`config.mk`:
```
export PLATFORM = sky130hd
export DESIGN_NAME = accum_block_avg
export DESIGN_NICKNAME = d
export VERILOG_FILES = /design/src/rtl/accum_block_avg.sv
export SDC_FILE = /design/constraint.sdc
export NUM_CORES = 1
export LEC_CHECK = 0
export ABC_AREA = 1
export ABC_CLOCK_PERIOD_IN_PS = 2200
export CAP_MARGIN = 20
export CORE_ASPECT_RATIO = 0.9
export CORE_MARGIN = 2
export CORE_UTILIZATION = 45
export CTS_BUF_LIST = sky130_fd_sc_hd__clkbuf_4 sky130_fd_sc_hd__clkbuf_8
export CTS_CLUSTER_DIAMETER = 60
export CTS_CLUSTER_SIZE = 16
export DETAILED_ROUTE_END_ITERATION = 12
export GPL_ROUTABILITY_DRIVEN = 0
export PLACE_DENSITY = 0.71
export SLEW_MARGIN = 10
export SYNTH_ARGS = -nofsm -noshare
export SYNTH_HDL_FRONTEND = slang
export SYNTH_SLANG_ARGS = --single-unit
```
`constraint.sdc`:
```
create_clock -name C -period 2.2 [get_ports C]
set_input_delay 0.55 -clock C [delete_from_list [all_inputs] [get_ports C]]
set_output_delay 0.55 -clock C [all_outputs]
set_load 0.02 [all_outputs]
```
`src/rtl/accum_block_avg.sv`:
```
// Block averager: sums 2^LOG2N unsigned samples, then presents the truncated mean and
// the remainder under a valid/ready handshake until the consumer takes them.
module accum_block_avg #(
   parameter int unsigned NBIT  = 8,
   parameter int unsigned LOG2N = 2
) (
   input  logic             C,
   input  logic             CLR,
   input  logic             IN_VALID,
   output logic             IN_READY,
   input  logic [NBIT-1:0]  D,
   output logic             OUT_VALID,
   input  logic             OUT_READY,
   output logic [NBIT-1:0]  Q,
   output logic [LOG2N-1:0] R,
   output logic [LOG2N-1:0] CNT
);

   localparam int unsigned SW = NBIT + LOG2N;
   localparam int unsigned N  = 1 << LOG2N;
   localparam logic [LOG2N-1:0] LAST = LOG2N'(N - 1);

   typedef enum logic {ACC = 1'b0, HOLD = 1'b1} state_t;

   state_t           state, state_nxt;
   logic [SW-1:0]    sum, sum_nxt, total;
   logic [LOG2N-1:0] cnt_nxt;
   logic [NBIT-1:0]  q_nxt;
   logic [LOG2N-1:0] r_nxt;
   logic             out_valid_nxt;
   logic             accept;

   // Ready depends only on registered state so the downstream handshake never reaches upstream.
   assign IN_READY = (state == ACC) && !CLR;
   assign accept   = IN_VALID && (state == ACC);
   assign total    = sum + SW'(D);

   always_ff @(posedge C or posedge CLR) begin
      if (CLR) begin
         state     <= ACC;
         sum       <= '0;
         CNT       <= '0;
         Q         <= '0;
         R         <= '0;
         OUT_VALID <= 1'b0;
      end else begin
         state     <= state_nxt;
         sum       <= sum_nxt;
         CNT       <= cnt_nxt;
         Q         <= q_nxt;
         R         <= r_nxt;
         OUT_VALID <= out_valid_nxt;
      end
   end

   always_comb begin
      state_nxt     = state;
      sum_nxt       = sum;
      cnt_nxt       = CNT;
      q_nxt         = Q;
      r_nxt         = R;
      out_valid_nxt = OUT_VALID;
      case (state)
         ACC: begin
            if (accept) begin
               if (CNT == LAST) begin
                  // Mean and remainder are just the high and low slices of the full sum.
                  q_nxt         = total[SW-1:LOG2N];
                  r_nxt         = total[LOG2N-1:0];
                  out_valid_nxt = 1'b1;
                  sum_nxt       = '0;
                  cnt_nxt       = '0;
                  state_nxt     = HOLD;
               end else begin
                  sum_nxt = total;
                  cnt_nxt = CNT + LOG2N'(1);
               end
            end
         end
         HOLD: begin
            if (OUT_READY) begin
               out_valid_nxt = 1'b0;
               state_nxt     = ACC;
            end
         end
         default: state_nxt = ACC;
      endcase
   end

endmodule

```
==> implementation parameters <==
Parameter                              Value

Run status
  Run status ... complete, no violations

Synth
  Basic-gate share of the synthesized area counting and, or, nand and nor cells ... a little under a third
  Number of register bits inferred by synthesis ... 24
  Fraction of post-synthesis cell area in the top cell type by area ... 43.84%
  Fraction of the mapped netlist area in compound gates ... 7.397%
  Dominant cell type by area after synthesis ... sky130_fd_sc_hd__dfrtp_1
  Async set or reset register ratio after synthesis ... 100.0%
  Post-synthesis cell type count ... 25
  Avg Cell Area, Syn ... roughly 8 um^2
  Top_reg_cell synth ... sky130_fd_sc_hd__dfrtp_1
  Number of flops mapped to enable cells by yosys ... 0
  Synth Cell Area ... between 1000 and 1500 um^2
  XOR/XNOR Fraction of Synth Area ... under 10%
  Share of cell area taken by muxes after synthesis ... 0%
  Adder-cell share of the synthesized area ... around a tenth
  Main combinational cell family by area after synthesis ... simple AND/OR/NAND/NOR gates
  Part of the Yosys area used for sequential elements ... 43.84%
  Yosys warnings ... 0
  Post-synthesis net count ... 193
  Synth top area cells ... sky130_fd_sc_hd__dfrtp_1 (44%), sky130_fd_sc_hd__nand2_1 (18%), sky130_fd_sc_hd__ha_1 (8.2%), sky130_fd_sc_hd__nand3_1 (6.2%), sky130_fd_sc_hd__inv_1 (4.1%)
  Cells after synthesis ... 171

STA
  Slack of the critical path ... 0.1995 ns
  Top achievable clock speed ... between 400 and 500 MHz
  Worst Hold Slack ... 0.4965 ns
  Transition time at the pin with the least slew margin ... 0.3232 ns
  Max-slew headroom ... around four fifths
  Final critical path time including I/O delays and setup ... 2.000 ns
  Finish-stage setup viols ... 0
  Pins Over Slew Limit ... 0
  Final clock skew ... 0.003728 ns
  Total count of hold-check failures in the final report ... 0
  RSZ-0062 raised after global routing ... no
  Crit share post-route ... between 90% and 100%
  Setup_tns ... 0 ns

Clock tree
  Clock root buffer master ... sky130_fd_sc_hd__clkbuf_4
  Clk slew on worst S/H paths ... 0.12 ns
  Level count of the clock H-tree ... 1
  Max Root-Sink Buffers ... 2
  Number of CTS-inserted buffers ... 3
  TritonCTS clock tree ... yes
  Count of hold-fix buffers inserted at cts ... 0
  Buffer count from post-CTS setup fixing ... 0
  Clock latency on the worst-skew pair ... 0.32 ns
  Sinks on Clock Net ... 24

Detailed routing
  Via total after detailed routing ... between 1000 and 1500
  WL final ... 2.980 mm
  Number of DRC violations after detailed-routing iteration 0 ... 32
  Number of routed nets with antenna violations ... 0
  Per-cell routed wire length ... 12.31 um
  Detailed-route vias per instance ... 5.021
  Total iterations of the first detailed-routing run ... 4
  Number of remaining DRC errors ... 0

Power
  Leak ... 0.8783 nW
  Largest voltage drop on the vdd net ... 600.2 uV
  Power per cell area ... 1366 nW/um^2

Global routing
  Wire length of the first global-routing pass ... 4.995 mm
  Maximum number of pins on one net before global-route repair ... 25
  Overflow after GRT ... 0
  Antenna violations before repair ... 0
  Number of global-route vias before repair ... 1183
  GR Util All Layers ... 18.08%

Min path
  Min-delay worst type ... flip-flop to flip-flop
  Count of cells along the worst hold path ... 2

Setup path
  Required time of the critical path ... approximately 2.4 ns
  Arrival time of the worst setup path ... 2.22 ns
  Reg2reg path depth ... 9
  Critical Path Fanout Max ... 4
  Critical Path Source Type ... primary input
  Start-to-end type of the worst setup path ... primary input to flip-flop
  Critical Path Sink Type ... flip-flop

Die
  Cell row count ... 18
  Standard cell core area ... 2815 um^2
  Total Die Area ... 3502 um^2
  Die height ... ~56 um
  Die width ... 62.16 um
  Top-level I/O count ... 26
  Starting density of the core ... 48.67%

Place
  Setup WS pre-CTS ... -0.1283 ns
  Post-DP HPWL ... 2.269 mm
  Total of buffers placed on input and output ports ... 25
  Placement Cell Area ... 1692 um^2
  Dpl cells ... 239

Layout
  Nets ... 226
  Area added between synthesis and finish ... 25.02%
  Cell Count, Final, Fillers Out ... 242
  Commonest non-fill, non-tap cells in the layout ... sky130_fd_sc_hd__nand2_1 (67), sky130_fd_sc_hd__dfrtp_1 (24), sky130_fd_sc_hd__clkdlybuf4s50_1 (24)
  Layout Cell Area excl Fill ... roughly 1700 um^2
  Share of final-layout standard cells stronger than drive strength 1 ... around 8.4%
  Final antenna diode count ... 0
  Most frequent standard cell in the layout excluding fill and tap cells ... sky130_fd_sc_hd__nand2_1
  Number of inserted filler cells in the final layout ... 256

Flow run
  Max_cap viols ... 0
==> worst max-delay path: stages <==
cell and delay [ns]:
sky130_fd_sc_hd__clkdlybuf4s50_1 0.46, sky130_fd_sc_hd__ha_1 0.16, sky130_fd_sc_hd__inv_1 0.06, sky130_fd_sc_hd__fa_1 0.40, sky130_fd_sc_hd__o21ai_2 0.22, sky130_fd_sc_hd__nand2_1 0.11
sky130_fd_sc_hd__nand2_1 0.07, sky130_fd_sc_hd__nand2_1 0.06, sky130_fd_sc_hd__nand3_1 0.08, sky130_fd_sc_hd__nand2_1 0.06
==> repair_timing <==
item,4_1_cts,5_1_grt
endpoints found under the setup margin,1,0
gates resized for setup,1,0
endpoints found under the hold margin,0,0
==> area by class of cell <==
type	instances	area (um^2)	area share, %
sequential	24	600.6	35.06
timing repair buffer	30	286.5	16.73
inverter	17	63.81	3.725
clock buffer	3	22.52	1.315
tap	40	50.05	2.922
multi-input combinational	128	689.4	40.25
==> cell usage after synthesis, drive strengths merged (2+ instances only) <==
cell	instances
ha	9
nand3b	3
xnor2	2
buf	2
nand2	69
a21oi	4
nand3	17
dfrtp	24
nor2	9
inv	17
o21ai	8
==> cells by family (layout without fill, tap and decap cells) <==
family	count (synthesis)	in the layout
xor gates and xnor gates	2	2
AOI/OAI and AO/OA	16	16
buffers and inverters	19	50
and+or+nand+nor	100	100
adders and majority gates	10	10
DFF	24	24
==> metrics by stage <==
step	power, mW	util (%)
floorplan	1.690	-
global placement	2.098	60.09
detailed placement	2.155	60.09
CTS	2.342	60.84
global route	2.540	60.84
finish	2.340	60.84
==> report_power, final <==
group          total [mW]  switching (mW)  internal, mW
Clock               0.192           0.128        0.0642
Sequential          0.771           0.128         0.643
Combinational        1.38           0.795         0.583
Total                2.34            1.05          1.29
==> registers in the layout (all words and copies together) (netlist names) <==
signal / cells
R: 2
CNT: 2
Q: 8
OUT_VALID: 1
sum: 10
state: 1
==> path summary, 6_finish.rpt <==
path	from	end	slack, ns
worst max-delay path	D[0]	sum[6]	0.20
worst max register to register	sum[0]	sum[6]	0.52
max in group asynchronous	CLR	CNT[0]	1.36
worst min register to register	Q[7]	Q[7]	0.50
worst min-delay path	Q[7]	Q[7]	0.50
min in group asynchronous	CLR	Q[0]	0.60
==> per-layer routing <==
layer	share of wire [%]	GRT usage (%)
met2	48	31.21
met1	46	21.91
met5	0	0
met3	4.9	3.607
met4	1.6	8.254
Note: power is estimated with default switching activity, not from simulation.
